**src/rtl/d8m_camera_emulator.sv**
```systemverilog
`default_nettype none
// ============================================================================
// Module      : d8m_camera_emulator
// Description : Sensor-side parallel camera transmitter (12-bit D, FVAL, LVAL)
//               producing raster frames with programmable blanking and test
//               patterns for exercising the capture chain without a sensor.
// Revision    : 1.0 - initial release
// ============================================================================
module d8m_camera_emulator #(
  parameter int H_ACTIVE = 640,
  parameter int V_ACTIVE = 480,
  parameter int H_BLANK  = 160,
  parameter int V_BLANK  = 45,
  parameter int FV_LEAD  = 4,
  parameter int FV_TRAIL = 4
) (
  input  logic        clk,
  input  logic        reset_n,
  input  logic        enable,
  input  logic [1:0]  mode,
  input  logic [11:0] const_val,
  output logic [11:0] cam_d,
  output logic        cam_fval,
  output logic        cam_lval,
  output logic [15:0] frame_cnt,
  output logic        busy
);

  typedef enum logic [2:0] {
    ST_IDLE  = 3'd0,
    ST_LEAD  = 3'd1,
    ST_LINE  = 3'd2,
    ST_HBL   = 3'd3,
    ST_TRAIL = 3'd4,
    ST_VBL   = 3'd5
  } state_t;

  // Terminal values of the position and phase counters.
  localparam logic [15:0] C_X_LAST     = 16'(H_ACTIVE - 1);
  localparam logic [15:0] C_Y_LAST     = 16'(V_ACTIVE - 1);
  localparam logic [15:0] C_LEAD_LAST  = 16'(FV_LEAD - 1);
  localparam logic [15:0] C_HBL_LAST   = 16'(H_BLANK - 1);
  localparam logic [15:0] C_TRAIL_LAST = 16'(FV_TRAIL - 1);
  localparam logic [15:0] C_VBL_LAST   = 16'(V_BLANK - 1);

  state_t      state_q, state_d;
  logic [15:0] ctr_q, ctr_d;
  logic [15:0] x_q, x_d;
  logic [15:0] y_q, y_d;
  logic [1:0]  mode_q, mode_d;
  logic [11:0] const_q, const_d;
  logic [15:0] frame_cnt_q, frame_cnt_d;
  logic [11:0] cam_d_q, cam_d_d;
  logic        cam_fval_q, cam_fval_d;
  logic        cam_lval_q, cam_lval_d;
  logic        busy_q, busy_d;
  logic        start_frame;
  logic [11:0] pix;

  // State, counters, latched pattern settings and registered outputs.
  always_ff @(posedge clk or negedge reset_n) begin
    if (!reset_n) begin
      state_q     <= ST_IDLE;
      ctr_q       <= '0;
      x_q         <= '0;
      y_q         <= '0;
      mode_q      <= '0;
      const_q     <= '0;
      frame_cnt_q <= '0;
      cam_d_q     <= '0;
      cam_fval_q  <= 1'b0;
      cam_lval_q  <= 1'b0;
      busy_q      <= 1'b0;
    end else begin
      state_q     <= state_d;
      ctr_q       <= ctr_d;
      x_q         <= x_d;
      y_q         <= y_d;
      mode_q      <= mode_d;
      const_q     <= const_d;
      frame_cnt_q <= frame_cnt_d;
      cam_d_q     <= cam_d_d;
      cam_fval_q  <= cam_fval_d;
      cam_lval_q  <= cam_lval_d;
      busy_q      <= busy_d;
    end
  end

  // Next-state sequencing through the raster; outputs are derived from the
  // next state so the registered outputs line up with the current state.
  always_comb begin
    state_d     = state_q;
    ctr_d       = ctr_q;
    x_d         = x_q;
    y_d         = y_q;
    mode_d      = mode_q;
    const_d     = const_q;
    frame_cnt_d = frame_cnt_q;
    start_frame = 1'b0;

    case (state_q)
      ST_IDLE: begin
        if (enable) start_frame = 1'b1;
      end
      ST_LEAD: begin
        if (ctr_q == C_LEAD_LAST) begin
          state_d = ST_LINE;
          ctr_d   = '0;
          x_d     = '0;
          y_d     = '0;
        end else begin
          ctr_d = ctr_q + 16'd1;
        end
      end
      ST_LINE: begin
        if (x_q == C_X_LAST) begin
          ctr_d   = '0;
          state_d = (y_q == C_Y_LAST) ? ST_TRAIL : ST_HBL;
        end else begin
          x_d = x_q + 16'd1;
        end
      end
      ST_HBL: begin
        if (ctr_q == C_HBL_LAST) begin
          state_d = ST_LINE;
          ctr_d   = '0;
          x_d     = '0;
          y_d     = y_q + 16'd1;
        end else begin
          ctr_d = ctr_q + 16'd1;
        end
      end
      ST_TRAIL: begin
        if (ctr_q == C_TRAIL_LAST) begin
          state_d     = ST_VBL;
          ctr_d       = '0;
          frame_cnt_d = frame_cnt_q + 16'd1;
        end else begin
          ctr_d = ctr_q + 16'd1;
        end
      end
      ST_VBL: begin
        if (ctr_q == C_VBL_LAST) begin
          ctr_d = '0;
          if (enable) start_frame = 1'b1;
          else        state_d     = ST_IDLE;
        end else begin
          ctr_d = ctr_q + 16'd1;
        end
      end
      default: begin
        state_d = ST_IDLE;
        ctr_d   = '0;
      end
    endcase

    // Pattern settings are only captured at a frame start.
    if (start_frame) begin
      state_d = ST_LEAD;
      ctr_d   = '0;
      mode_d  = mode;
      const_d = const_val;
    end

    // The latched mode is already stable by the time LINE is reached.
    pix = '0;
    case (mode_q)
      2'd0:    pix = {x_d[9:0], 2'b00};
      2'd1:    pix = (!y_d[0] && x_d[0]) ? 12'hFFF : 12'h000;
      2'd2:    pix = (x_d[3] ^ y_d[3]) ? 12'hFFF : 12'h000;
      default: pix = const_q;
    endcase

    cam_lval_d = (state_d == ST_LINE);
    cam_fval_d = (state_d == ST_LEAD) || (state_d == ST_LINE) ||
                 (state_d == ST_HBL)  || (state_d == ST_TRAIL);
    busy_d     = (state_d != ST_IDLE);
    cam_d_d    = cam_lval_d ? pix : 12'h000;
  end

  assign cam_d     = cam_d_q;
  assign cam_fval  = cam_fval_q;
  assign cam_lval  = cam_lval_q;
  assign frame_cnt = frame_cnt_q;
  assign busy      = busy_q;

endmodule
`default_nettype wire

```
**config.mk**
```make
export PLATFORM = sky130hd
export DESIGN_NAME = d8m_camera_emulator
export DESIGN_NICKNAME = d
export VERILOG_FILES = /design/src/rtl/d8m_camera_emulator.sv
export SDC_FILE = /design/constraint.sdc
export NUM_CORES = 1
export LEC_CHECK = 0
export CORE_MARGIN = 2
export CORE_UTILIZATION = 46
export CTS_CLUSTER_DIAMETER = 60
export DETAILED_ROUTE_END_ITERATION = 10
export PLACE_DENSITY = 0.63
export SETUP_SLACK_MARGIN = 0.1
export SLEW_MARGIN = 10
export SYNTH_ARGS = -nofsm -noshare
export SYNTH_HDL_FRONTEND = slang
export SYNTH_SLANG_ARGS = --single-unit
```
**constraint.sdc**
```tcl
create_clock -name clk -period 7.5 [get_ports clk]
set_input_delay 1.125 -clock clk [delete_from_list [all_inputs] [get_ports clk]]
set_output_delay 1.125 -clock clk [all_outputs]
set_load 0.01 [all_outputs]
```
==> results.md <==
- Die height: 108 µm
- Worst-path clk slew: 0.10 ns
- Average cell area after synthesis: 9.95 µm²
- Num rows: 37
- Post-synth ARST share: 100%
- Top Layer Used: met4
- WP data arrival: 3.38 ns
- Syn Nets: 519
- Worst slack at placement: 4.30 ns
- Post-DP HPWL: 7.54 mm
- Final worst setup slack: 4.45 ns
- Fmax: 0.327 GHz
- Layout cells sized above 1: 9.76%
- Worst Path Max Fanout: 21
- Final core occ: 55.4%
- CP required: 7.82 ns
- Num CTS Buffers: 9
- Worst Setup End Kind: register
- Number of clock sinks: 96
- Number of synthesized flops with an enable pin: 0
- Top_reg_cell synth: dfrtp_1
- Global-route wire length before repair: 17.9 mm
- Count of final hold-check violations: 0
- CTS tree: built
- Type of origin of the critical path: register
- Clk buf depth: 2
- Skew-Pair Late Insertion Delay: 0.38 ns
- Tot Pwr: 934 µW
- Fin crit share: 40.7%
- Final Critical Period: 3.05 ns
- Detailed Route WL: 10.4 mm
- Post-DR vias/cell: 5.65
- Met3 wire length: 483 µm
- Synth Register Bits: 96
- Largest net degree at the start of global routing: 59
- Antenna-violating nets left: 0
- Hold_buf cts: 0
- Syn. warnings: 0
- Port-buffer cells: 47
- Initial DRC Count: 179
- Mapped Cells: 497
- DR pass1 iterations: 4
- H-tree lvl count: 3
- Slew @ Worst Pin: 1.07 ns
- RSZ-0062 raised after global routing: false
- Core ar.: 0.0104 mm²
- Pleak: 2.47 nW
- Post-synthesis sequential area ratio: 48.6%
- Post-Route M1 WL: 5.22 mm
- DRC: 0
- Post-CTS Resized: 0
- Status: finished clean
- I/O pins: 48
- Final Skew: 0.00912 ns
- Vias in the first global route: 3617
- Largest area contributor in the netlist: dfrtp_1
- Pwr/cell area: 163 mW/mm²
- Initial core utilization: 47.7%
- Max Cap Viol: 0
- Clock root cell: clkbuf_8
- Worst relative slew slack: 28.2%
- Ant diodes: 0
- DR vias: 3839
- Nets: 560
- Post-Syn Area: 0.00495 mm²
- Final Non-Filler Cells: 679
- Post-synth cell types: 59
- Routed WL per cell: 15.4 µm
- Final slew viol count: 0
- Final setup violation count: 0
- Setup bufs post-CTS: 0
- CP Class: register to register
- Post-synth top area share: 48.6%
- Worst hold path class: register to register
- Die ar.: 0.0116 mm²
- Global route overflow: 0
- Met2 WL post-DR: 4.57 mm
- Initial antenna violation count: 0
- Gr usage total: 19.5%
- Worst vdd ir: 0.108 mV
- Cell count after placement: 663
- Top cells by area, synth: dfrtp_1 49%, mux2_2 3.6%, nor2_1 3.6%
- Setup TNS: 0 ns
- Fill cell count: 934
- Area grow syn2layout: 16.1%
- Die width: 108 µm
- Placer Congestion: 0.878
cell usage after synthesis (4+ instances only):
master and n:
nor4_4 4, nand2_1 44, nor2_1 47, nand4_1 19
and2_1 5, a21oi_1 21, o21a_1 6, and3_1 10
a31oi_1 10, a221o_1 6, clkbuf_1 11, buf_2 5
mux2_2 16, xor2_1 13, o2bb2ai_1 4, xnor2_1 17
nor3_1 10, or3_1 6, nand3_1 25, nand2b_1 14
ha_1 5, a22o_1 4, dfrtp_1 96, a21o_1 5
o21ai_0 27, inv_1 13, or2_2 4, nand4b_1 4
path summary, 6_finish.rpt:
path	cells past startpoint	end	startpoint	slack, ns
worst max-delay path	8	cam_d[9]$_DFF_PN0_	state_q[1]$_DFF_PN0_	4.45
worst min-delay path	1	frame_cnt[15]$_DFFE_PN0P_	frame_cnt[15]$_DFFE_PN0P_	0.48
worst max register to register	8	cam_d[9]$_DFF_PN0_	state_q[1]$_DFF_PN0_	4.45
worst min register to register	1	frame_cnt[15]$_DFFE_PN0P_	frame_cnt[15]$_DFFE_PN0P_	0.48
max in group asynchronous	2	y_q[6]$_DFFE_PN0P_	reset_n	5.69
min in group asynchronous	1	y_q[5]$_DFFE_PN0P_	reset_n	0.71
power breakdown:
group | switching, mW | internal (mW)
Clock | 0.194 | 0.191
Combinational | 0.0139 | 0.0120
Sequential | 0.00355 | 0.521
sequential cells by signal, summed over array words and instances, names as in the netlist:
| register | count |
|---|---|
| const_q | 12 |
| cam_fval | 1 |
| frame_cnt | 16 |
| mode_q | 2 |
| ctr_q | 16 |
| x_q | 16 |
| y_q | 16 |
| cam_d | 12 |
| state_q | 3 |
| cam_lval | 1 |
| busy | 1 |
metrics by stage:
| step | hold WS, ns | cell area, µm² |
|---|---|---|
| CTS | 0.481 | 5740 |
| detailed placement | 0.468 | 5520 |
| global placement | 0.454 | 5520 |
| global route | 0.492 | 5740 |
| floorplan | 0.458 | 4950 |
| finish | 0.478 | 5740 |
routing by layer:
metal / up-vias / GRT usage [%]
li1: 1886 / -
met1: 1845 / 28.3
met2: 96 / 29.0
met3: 12 / 3.93
met4: 0 / 6.87
met5: - / 0
cells by family (layout without fill, tap and decap cells):
group                      after synthesis  count (layout)  synth area share (%)
and+or+nand+nor                        216             216                  24.5
buffers and inverters                   32              78                  2.71
DFF                                     96              96                  48.6
muxes                                   19              19                  4.25
xor gates and xnor gates                30              30                  5.31
adders and majority gates                5               5                  1.26
AOI/OAI and AO/OA                       99              99                  13.5
cell type report:
type | count | area, µm² | area share [%]
timing repair buffer | 48 | 475 | 8.28
tap | 136 | 170 | 2.96
multi-input combinational | 369 | 2420 | 42.1
clock inverter | 7 | 101 | 1.77
clock buffer | 9 | 124 | 2.16
sequential | 96 | 2400 | 41.8
inverter | 14 | 52.6 | 0.915
layout by cell type (no fill, tap or decap), types with 10 or more instances in the layout:
master,netlist,layout
xor2_1,13,13
mux2_2,16,16
nand4_1,19,19
a31oi_1,10,10
o21ai_0,27,27
inv_1,13,13
nand2b_1,14,14
clkdlybuf4s50_1,0,46
nand3_1,25,25
and3_1,10,10
a21oi_1,21,21
xnor2_1,17,17
nor2_1,47,47
nand2_1,44,44
dfrtp_1,96,96
critical path, stage by stage (launching register included):
cell	delay, ns
dfrtp_1	0.78
nand2b_1	0.20
nor2_1	0.59
or2b_2	0.39
and3_4	0.23
inv_2	0.11
nand2_1	0.08
o21ai_2	0.39
a221o_1	0.22
No activity file was read; power rests on OpenSTA's default activity.
